**config.mk**
```make
export PLATFORM = sky130hd
export DESIGN_NAME = amoeba_run_ctrl
export DESIGN_NICKNAME = d
export VERILOG_FILES = /design/src/rtl/amoeba_pkg.sv /design/src/rtl/amoeba_lfsr16.sv /design/src/rtl/amoeba_run_ctrl.sv
export SDC_FILE = /design/constraint.sdc
export NUM_CORES = 1
export LEC_CHECK = 0
export CAP_MARGIN = 20
export CELL_PAD_IN_SITES_DETAIL_PLACEMENT = 2
export CELL_PAD_IN_SITES_GLOBAL_PLACEMENT = 2
export CORE_ASPECT_RATIO = 1.25
export CORE_MARGIN = 4
export CORE_UTILIZATION = 34
export DETAILED_ROUTE_END_ITERATION = 7
export MAX_ROUTING_LAYER = met4
export PLACE_DENSITY = 0.89
export SETUP_SLACK_MARGIN = 0.05
export SYNTH_ARGS = -nofsm -noshare
export SYNTH_HDL_FRONTEND = slang
export SYNTH_SLANG_ARGS = --single-unit
```
**constraint.sdc**
```tcl
create_clock -name clk -period 2.95 [get_ports clk]
set_clock_uncertainty 0.15 [all_clocks]
set_input_delay 0.7375 -clock clk [delete_from_list [all_inputs] [get_ports clk]]
set_output_delay 0.7375 -clock clk [all_outputs]
set_load 0.1 [all_outputs]
```
**src/rtl/amoeba_pkg.sv**
```systemverilog
// Shared types and constants for the AMOEBA run controller.
package amoeba_pkg;

  // Run-controller FSM states.
  typedef enum logic [1:0] {
    IDLE   = 2'd0,
    RUN    = 2'd1,
    RESEED = 2'd2,
    DONE   = 2'd3
  } state_t;

  // Stochastic-gate thresholds are per-mille values carried in 10 bits.
  localparam int SG_W = 10;

  localparam logic [SG_W-1:0] SG1_DEF = 10'd10;
  localparam logic [SG_W-1:0] SG2_DEF = 10'd10;
  localparam logic [SG_W-1:0] SG3_DEF = 10'd90;

  // Exclusive upper bound of a per-mille threshold.
  localparam int PERMILLE_LIM = 1000;

  // Fold a raw 10-bit random value into 0..999: values 1000..1023 drop by
  // 512, which lands them in 488..511 and keeps the result in range.
  function automatic logic [SG_W-1:0] sg_fold(input logic [SG_W-1:0] v);
    return (v < SG_W'(PERMILLE_LIM)) ? v : v - SG_W'(512);
  endfunction

endpackage

```
**src/rtl/amoeba_lfsr16.sv**
```systemverilog
// 16-bit Fibonacci LFSR (taps 16,14,13,11) that free-runs out of reset.
module amoeba_lfsr16 #(
  parameter logic [15:0] SEED = 16'hACE1
) (
  input  logic        clk,
  input  logic        rst_n,
  output logic [15:0] lfsr
);

  logic fb;

  // Tap n of the polynomial is register bit n-1; shift toward the MSB.
  assign fb = lfsr[15] ^ lfsr[13] ^ lfsr[12] ^ lfsr[10];

  // Advance every cycle; the seed must be non-zero or the sequence locks up.
  always_ff @(posedge clk or negedge rst_n) begin
    // NOTE: sequential state uses non-blocking assignments so every flop
    // samples pre-edge values, independent of statement order.
    if (!rst_n) lfsr <= SEED;
    else        lfsr <= {lfsr[14:0], fb};
  end

endmodule

```
**src/rtl/amoeba_run_ctrl.sv**
```systemverilog
// Run controller for the AMOEBA SAT solver: watches unsat-count samples,
// detects solutions and stagnation, reseeds the stochastic gates from an
// LFSR, and times out after a bounded number of reseeds.
module amoeba_run_ctrl
  import amoeba_pkg::*;
#(
  parameter int          NUM_CLAUSES = 80,
  parameter int          CNT_W       = 7,
  parameter int          STALE_LIMIT = 100000,
  parameter int          MAX_EPOCHS  = 255,
  parameter logic [15:0] LFSR_SEED   = 16'hACE1
) (
  input  logic             clk,
  input  logic             rst_n,
  input  logic             start,
  input  logic             abort,
  input  logic             unsat_valid,
  input  logic [CNT_W-1:0] unsat_cnt,
  output logic             run_en,
  output logic [SG_W-1:0]  sg1,
  output logic [SG_W-1:0]  sg2,
  output logic [SG_W-1:0]  sg3,
  output logic             busy,
  output logic             solved,
  output logic             timeout,
  output logic             declining,
  output logic [CNT_W-1:0] best_unsat,
  output logic [7:0]       epoch
);

  localparam int                 STALE_W   = $clog2(STALE_LIMIT + 1);
  localparam logic [CNT_W-1:0]   CNT_MAX   = CNT_W'(NUM_CLAUSES);
  localparam logic [STALE_W-1:0] STALE_MAX = STALE_W'(STALE_LIMIT);
  localparam logic [7:0]         EPOCH_MAX = 8'(MAX_EPOCHS);

  state_t             state_q, state_d;
  logic [SG_W-1:0]    sg1_q, sg1_d, sg2_q, sg2_d, sg3_q, sg3_d;
  logic [STALE_W-1:0] stale_q, stale_d, stale_inc;
  logic [CNT_W-1:0]   prev_q, prev_d, best_q, best_d, cnt_c;
  logic [7:0]         epoch_q, epoch_d, epoch_inc;
  logic               solved_q, solved_d;
  logic               timeout_q, timeout_d;
  logic               declining_q, declining_d;
  logic [15:0]        lfsr;

  amoeba_lfsr16 #(.SEED(LFSR_SEED)) u_lfsr (
    .clk   (clk),
    .rst_n (rst_n),
    .lfsr  (lfsr)
  );

  // Next-state and next-statistics logic for the whole controller.
  always_comb begin
    // NOTE: every variable gets a default first so no path leaves it
    // unassigned, which would otherwise infer a latch.
    state_d     = state_q;
    sg1_d       = sg1_q;
    sg2_d       = sg2_q;
    sg3_d       = sg3_q;
    stale_d     = stale_q;
    prev_d      = prev_q;
    best_d      = best_q;
    epoch_d     = epoch_q;
    solved_d    = solved_q;
    timeout_d   = timeout_q;
    declining_d = declining_q;

    // Counts beyond the clause count are solver glitches; clamp them.
    cnt_c     = (unsat_cnt > CNT_MAX) ? CNT_MAX : unsat_cnt;
    stale_inc = (stale_q == STALE_MAX) ? stale_q : stale_q + 1'b1;
    epoch_inc = (epoch_q == 8'hFF) ? epoch_q : epoch_q + 8'd1;

    if (abort) begin
      // Abort wins over everything else and keeps the run's statistics.
      state_d = IDLE;
    end else begin
      case (state_q)
        IDLE, DONE: begin
          if (start) begin
            state_d     = RUN;
            sg1_d       = SG1_DEF;
            sg2_d       = SG2_DEF;
            sg3_d       = SG3_DEF;
            stale_d     = '0;
            prev_d      = CNT_MAX;
            best_d      = CNT_MAX;
            epoch_d     = '0;
            solved_d    = 1'b0;
            timeout_d   = 1'b0;
            declining_d = 1'b0;
          end
        end

        RUN: begin
          if (unsat_valid) begin
            prev_d = cnt_c;
            best_d = (cnt_c < best_q) ? cnt_c : best_q;
            if (cnt_c < prev_q) begin
              stale_d     = '0;
              declining_d = 1'b0;
            end else begin
              stale_d = stale_inc;
              if (stale_inc == STALE_MAX) state_d = RESEED;
            end
            // A zero count is always an improvement, so it never collides
            // with the reseed branch above.
            if (cnt_c == '0) begin
              state_d  = DONE;
              solved_d = 1'b1;
            end
          end
        end

        RESEED: begin
          stale_d     = '0;
          declining_d = 1'b1;
          epoch_d     = epoch_inc;
          sg1_d       = sg_fold(lfsr[9:0]);
          sg2_d       = sg_fold(lfsr[15:6]);
          sg3_d       = sg_fold({lfsr[4:0], lfsr[15:11]});
          if (epoch_inc == EPOCH_MAX) begin
            state_d   = DONE;
            timeout_d = 1'b1;
          end else begin
            state_d = RUN;
          end
        end

        default: state_d = IDLE;
      endcase
    end
  end

  // Controller state register; reset discards any run in progress.
  always_ff @(posedge clk or negedge rst_n) begin
    if (!rst_n) begin
      state_q     <= IDLE;
      sg1_q       <= SG1_DEF;
      sg2_q       <= SG2_DEF;
      sg3_q       <= SG3_DEF;
      stale_q     <= '0;
      prev_q      <= CNT_MAX;
      best_q      <= CNT_MAX;
      epoch_q     <= '0;
      solved_q    <= 1'b0;
      timeout_q   <= 1'b0;
      declining_q <= 1'b0;
    end else begin
      state_q     <= state_d;
      sg1_q       <= sg1_d;
      sg2_q       <= sg2_d;
      sg3_q       <= sg3_d;
      stale_q     <= stale_d;
      prev_q      <= prev_d;
      best_q      <= best_d;
      epoch_q     <= epoch_d;
      solved_q    <= solved_d;
      timeout_q   <= timeout_d;
      declining_q <= declining_d;
    end
  end

  assign run_en     = (state_q == RUN);
  assign busy       = (state_q == RUN) || (state_q == RESEED);
  assign sg1        = sg1_q;
  assign sg2        = sg2_q;
  assign sg3        = sg3_q;
  assign solved     = solved_q;
  assign timeout    = timeout_q;
  assign declining  = declining_q;
  assign best_unsat = best_q;
  assign epoch      = epoch_q;

endmodule

```
Word-level counts from Yosys, hierarchy flattened
Cells that the tools add are included.
{"block": "totals", "wordCells": 98, "mem_bits_ro": 0, "out_inout_bits": 50, "latch_bits": 0, "ram_bits": 0, "mem_count": 0, "ff_bits": 90, "in_bits": 12}
{"block": "classes", "n_reduce_logical": 14, "eq_ne": 17, "add_sub_neg": 5, "order_cmp": 6, "n_mul": 0, "mux": 40, "n_div": 0, "n_bitwise": 4, "shifts": 0}
{"operator": "$mux W17", "count": 4}
{"operator": "$pmux W10 S2", "count": 3}
{"operator": "$pmux W17 S3", "count": 1}
{"operator": "$mux W10", "count": 5}
{"operator": "$mux W7", "count": 5}
{"operator": "$eq A17 B17 Y1 const B", "count": 2}
{"operator": "$lt A10 B10 Y1 const B", "count": 3}
{"operator": "$sub A10 B10 Y10 const B", "count": 3}
{"operator": "$pmux W7 S2", "count": 2}
{"operator": "$add A17 B1 Y17 const B", "count": 1}
{"operator": "$eq A8 B8 Y1 const B", "count": 2}
{"operator": "$mux W8", "count": 2}
{"operator": "$pmux W8 S2", "count": 1}
{"operator": "$reduce_and A4 Y1", "count": 4}
{"operator": "$lt A7 B7 Y1", "count": 2}
{"operator": "$mux W2", "count": 7}
{"operator": "$reduce_and A5 Y1", "count": 2}
{"operator": "$add A8 B1 Y8 const B", "count": 1}
{"operator": "$gt A7 B7 Y1 const B", "count": 1}
{"operator": "$logic_not A7 Y1", "count": 1}
{"operator": "$mux W1", "count": 6}
{"operator": "$ne A2 B1 Y1 const B", "count": 3}
{"operator": "$ne A2 B2 Y1 const B", "count": 3}
{"operator": "$ne A3 B3 Y1 const B", "count": 2}
{"operator": "other kinds (14)", "count": 20}

Logic depth before layout (Yosys ltp)
{"block": "depth", "word_depth": 9, "depth_mapped": 12, "mapped_depth_nobuf": 10}

Cells and area by module
Synthesis repeated with hierarchy kept, for this count alone.
{"block": "hier_totals", "hier_cells": 494, "area_unflattened_um2": 4573.1}
{"mod": "amoeba_run_ctrl", "cells_each": 475, "area_each_um2": 4136.5, "n_inst": 1, "seq_area_each_um2": 1690.4}
{"mod": "amoeba_lfsr16", "cells_each": 19, "area_each_um2": 436.7, "n_inst": 1, "seq_area_each_um2": 410.4}

Least setup slack after synthesis
No wires, ideal clock.
{"block": "synth_path", "path_kind": "in2reg", "start": "input unsat_cnt[6]", "end": "register stale_q[2]", "path_slack_ps": -222, "t_arrival_ps": 2902, "setup_ps": 121, "n_path_buf": 2, "t_required_ps": 2679, "cell_stages": 10, "path_cell_list": "buf_2 -> a21o_1 -> ha_1 -> a21o_1 -> a21o_1 -> a21o_1 -> o31ai_2 -> clkbuf_1 -> o21ai_0 -> a22o_1"}
{"block": "synth_between", "elab_chain_len": 6}
{"element": "start, declared", "line": "amoeba_run_ctrl.sv:18", "source": "input logic [CNT_W-1:0] unsat_cnt,"}
{"element": "$gt A7 B7 Y1", "line": "amoeba_run_ctrl.sv:69", "source": "cnt_c = (unsat_cnt > CNT_MAX) ? CNT_MAX : unsat_cnt;"}
{"element": "$mux W7 (*)", "line": "amoeba_run_ctrl.sv:69"}
{"element": "$lt A7 B7 Y1 (*)", "line": "amoeba_run_ctrl.sv:98", "source": "if (cnt_c < prev_q) begin"}
{"element": "$mux W17 (*)", "line": "amoeba_run_ctrl.sv:98"}
{"element": "$mux W17 (*)", "line": "amoeba_run_ctrl.sv:95", "source": "if (unsat_valid) begin"}
{"element": "$pmux W17 S3 (*)", "line": "amoeba_run_ctrl.sv:77", "source": "case (state_q)"}
{"element": "end signal, assigned", "line": "amoeba_run_ctrl.sv:153", "source": "stale_q <= stale_d;"}
{"element": "end, declared", "line": "amoeba_run_ctrl.sv:38", "source": "logic [STALE_W-1:0] stale_q, stale_d, stale_inc;"}
Mark *: on every way between the ends. The rest lies on a longest branch, timed or not. The select of a mux whose other input is x is not followed.
A chain may end at the register's enable or synchronous reset.

Final worst setup path
{"block": "layout_path", "start": "input unsat_cnt[6]", "end": "register state_q[1]"}
{"block": "layout_between", "elab_chain_len": 7, "elab_cells_between_ends": 11, "cone_classes": "order compare (2); eq/ne (2); mux (5); reduce/logical (2)"}
{"element": "$gt A7 B7 Y1", "line": "amoeba_run_ctrl.sv:69"}
{"element": "$mux W7 (*)", "line": "amoeba_run_ctrl.sv:69"}
{"element": "parallel branches: the longest is 5 deep, another holds $lt A7 B7 Y1"}
{"element": "end signal, assigned", "line": "amoeba_run_ctrl.sv:149", "source": "state_q <= state_d;"}
{"element": "end, declared", "line": "amoeba_run_ctrl.sv:36", "source": "state_t state_q, state_d;"}
Mark *: on every way between the ends. The select of a mux whose other input is x is not followed.

==> PnR_summary.wiki <==
{| class="wikitable"
! Metric !! Value
|-
| Unrepaired setup endpoints after global routing || true
|-
| Max rail drop VDD || 0.0004679 V
|-
| Vertical die dimension || 135.4 um
|-
| Die Area || 14890 um^2
|-
| Reg2Reg Launch Point || prev_q[6]$_DFFE_PN1P_
|-
| Initial antenna violation count || 0
|-
| First-pass iteration count of the detailed router || 5
|-
| Total track usage || 0.2545
|-
| Ys Warns || 0
|-
| Worst R2R Path Depth || 10
|-
| Final Net Count || 593
|-
| Synth Register Bits || 83
|-
| Slew at the pin closest to its max-slew limit || 0.6106 ns
|-
| Deepest clock path buffer count || 2
|-
| Total power density per cell area || 752.9 nW/um^2
|-
| Max Transition Viols Final || 0
|-
| Data required, critical path || 3.05 ns
|-
| Placed instance area || 5326 um^2
|-
| Standby leakage power || 2.614 nW
|-
| Chip Width || 110.0 um
|-
| Layout Area Growth over Synthesis || 32.17%
|-
| Total Neg Setup Slack || -0.03464 ns
|-
| Max Clock Freq || 335.0 MHz
|-
| Final design instance area without fill || 5839 um^2
|-
| Max-Cap Viols || 0
|-
| Final critical path time including I/O delays and setup || 2.985 ns
|-
| Via density per instance || 5.792
|-
| Worst R2R End || state_q[1]$_DFFE_PN0P_
|-
| Outcome || finished with violations
|-
| Capturing element of the worst setup path || state_q[1]$_DFFE_PN0P_
|-
| Number of design-rule violations left by the first detailed-router iteration || 262
|-
| Number of global-route vias before repair || 4813
|-
| Hold Buf Count CTS || 0
|-
| Most common flop cell mapped by yosys || sky130_fd_sc_hd__dfrtp_1
|-
| Critical path launch point type || input port
|-
| Core Rows || 46
|-
| Clock-pin slew on the worst setup and hold paths || 0.07 ns
|-
| Violated checks || negative setup slack
|-
| Slew HR || 0.5902
|-
| Final HPWL from detailed placement || 11280 um
|-
| Critical path launch point || unsat_cnt[6]
|-
| Worst hold margin || 0.1250 ns
|-
| Cell taking the most area after synthesis || sky130_fd_sc_hd__dfrtp_1
|-
| Count of H-tree levels built during CTS || 3
|-
| Finish-stage setup viols || 1
|-
| Netlist cell types || 60
|-
| Hold crit path type || in2async
|-
| Tot Pwr || 0.004396 W
|-
| Number of CTS-inserted buffers || 9
|-
| Clock power share || 0.260
|-
| Number of antenna repair diodes || 0
|-
| Cells after synthesis || 480
|-
| Power share of the sequential group || 0.310
|-
| Setup slack of the worst register-to-register path || 0.06 ns
|-
| Initial core utilization || 0.3473
|-
| First-pass GRT wire length || 28070 um
|-
| Ranking of synthesized cells by area || sky130_fd_sc_hd__dfrtp_1, sky130_fd_sc_hd__dfstp_2, sky130_fd_sc_hd__nand2_1
|-
| Number of flops mapped to enable cells by yosys || 0
|-
| Per-instance average area after synthesis || 9.204 um^2
|-
| Clock tree from TritonCTS || built
|-
| DRC violations left || 0
|-
| Layout cells sized above 1 || 0.3163
|-
| CTS Root Cell || sky130_fd_sc_hd__clkbuf_16
|-
| Switching Fraction || 0.4415
|-
| Internal power contribution || 0.002456 W
|-
| TritonCTS Sinks || 83
|-
| Worst setup path category || in2reg
|-
| Commonest cells in the netlist || sky130_fd_sc_hd__nand2_1, sky130_fd_sc_hd__dfrtp_1, sky130_fd_sc_hd__nor2_1, sky130_fd_sc_hd__o21ai_0, sky130_fd_sc_hd__inv_1
|-
| Final weighted congestion in routability-driven placement || 0.8256
|-
| Portion of total power attributed to combinational logic || 0.430
|-
| Number of nets with antenna violations after detailed routing || 0
|-
| Core area || 12720 um^2
|-
| Crit share post-route || 1.012
|-
| Number of top-level pins || 62
|-
| Largest fanout on the critical path || 5
|-
| Kind of end point of the critical path || flop
|-
| Maximum number of pins on one net before global-route repair || 67
|-
| Portion of synthesized cell area occupied by the leading cell type || 0.3625
|-
| Leading cell type by number of instances after synthesis || sky130_fd_sc_hd__nand2_1
|-
| Number of hold-slack violations in the final timing report || 0
|-
| Clock latency of the later-clocked register in the worst-skew pair || 0.36 ns
|-
| Post-route worst setup slack || -0.03464 ns
|-
| Port bufs || 61
|-
| Asr flop ratio synth || 1.000
|-
| Seq/Total Area, Yosys || 0.4755
|-
| Gr ovfl total || 0
|-
| Number of nets produced by synthesis || 509
|-
| Setup Slack @ Placement || -0.7621 ns
|-
| Netlist Area Pre-Place || 4418 um^2
|-
| Wire length per cell || 25.99 um
|-
| Data arrival, critical path || 3.08 ns
|-
| Final Routed Wirelength || 19150 um
|-
| Via count || 4269
|-
| Power spent charging and discharging nets || 0.001941 W
|}
## power by group through the flow
| stage | Sequential (W) | Combinational [W] | Clock, W |
|---|---|---|---|
| floorplan | 0.00172 | 0.000705 | 0 |
| global placement | 0.00135 | 0.00155 | 0 |
| detailed placement | 0.00137 | 0.00164 | 0 |
| CTS | 0.00135 | 0.00173 | 0.00115 |
| finish | 0.00136 | 0.00189 | 0.00114 |
| global route | 0.00137 | 0.00198 | 0.00120 |
## stage by stage
stage | utilization | cells
after floorplan | - | 480
after global placement | 0.4187 | 716
after detailed placement | 0.4187 | 716
after CTS | 0.4453 | 733
after global routing | 0.4591 | 737
final | 0.4591 | 737
## critical path: stages
cell,delay (ns)
sky130_fd_sc_hd__buf_6,0.11
sky130_fd_sc_hd__a21o_1,0.22
sky130_fd_sc_hd__ha_4,0.29
sky130_fd_sc_hd__and4_4,0.23
sky130_fd_sc_hd__nand2_4,0.06
sky130_fd_sc_hd__a311oi_2,0.34
sky130_fd_sc_hd__nor2_1,0.10
sky130_fd_sc_hd__a211o_1,0.30
sky130_fd_sc_hd__o31a_1,0.30
sky130_fd_sc_hd__buf_6,0.14
sky130_fd_sc_hd__mux2i_2,0.24
## cells by family after synthesis
group	Yosys count	synth area share
DFF	83	0.4755
muxes	6	0.01557
AOI/OAI and AO/OA	120	0.1807
xor gates and xnor gates	8	0.01586
adders and majority gates	17	0.04814
and+or+nand+nor	187	0.2053
buffers and inverters	59	0.05890
## cell usage in the layout (no fill, tap or decap), drive strengths merged, types with 14 or more instances in the layout
cell   instances
ha            17
nor2          37
dfstp         19
buf           95
inv           31
nand2         72
dfrtp         64
o31ai         14
nand3         21
a21oi         19
o21ai         32
## metal layers
layer / GRT usage / routed length (um) / vias to the layer above
met5: - / 0 / -
met4: 0.09702 / 685 / 0
met3: 0.03481 / 604 / 45
met2: 0.4443 / 10320 / 111
met1: 0.2923 / 7542 / 2248
li1: - / - / 1865
## flip-flops by register name, summed over array words and instances (netlist names)
signal       flops
best_unsat       7
solved           1
timeout          1
sg1             10
stale_q         17
declining        1
epoch            8
u_lfsr.lfsr     16
sg3              5
state_q          2
prev_q           7
sg2              8
## area by class of cell
cell class / count / area (um^2)
multi-input combinational: 339 / 2282
timing repair buffer: 102 / 847.1
sequential: 83 / 2103
clock buffer: 9 / 225.2
fill: 1334 / 6880
clock inverter: 7 / 58.81
tap: 168 / 210.2
inverter: 29 / 112.6
## repair_timing
item,in CTS,in global routing
gates resized for setup,30,45
gates cloned,0,1
pin swaps,8,15
buffers inserted,1,4
endpoints found under the setup margin,27,23
endpoints found under the hold margin,0,0
## worst min-delay path by stage
stage                                  start                        to  cells after the start
floorplan           u_lfsr.lfsr[5]$_DFF_PN1_  u_lfsr.lfsr[6]$_DFF_PN1_                      0
global placement    u_lfsr.lfsr[6]$_DFF_PN1_  u_lfsr.lfsr[7]$_DFF_PN1_                      0
detailed placement  u_lfsr.lfsr[5]$_DFF_PN1_  u_lfsr.lfsr[6]$_DFF_PN1_                      0
CTS                                    rst_n   stale_q[10]$_DFFE_PN0P_                      1
global route                           rst_n   stale_q[10]$_DFFE_PN0P_                      1
finish                                 rst_n   stale_q[10]$_DFFE_PN0P_                      1
No activity file was read; power rests on OpenSTA's default activity.
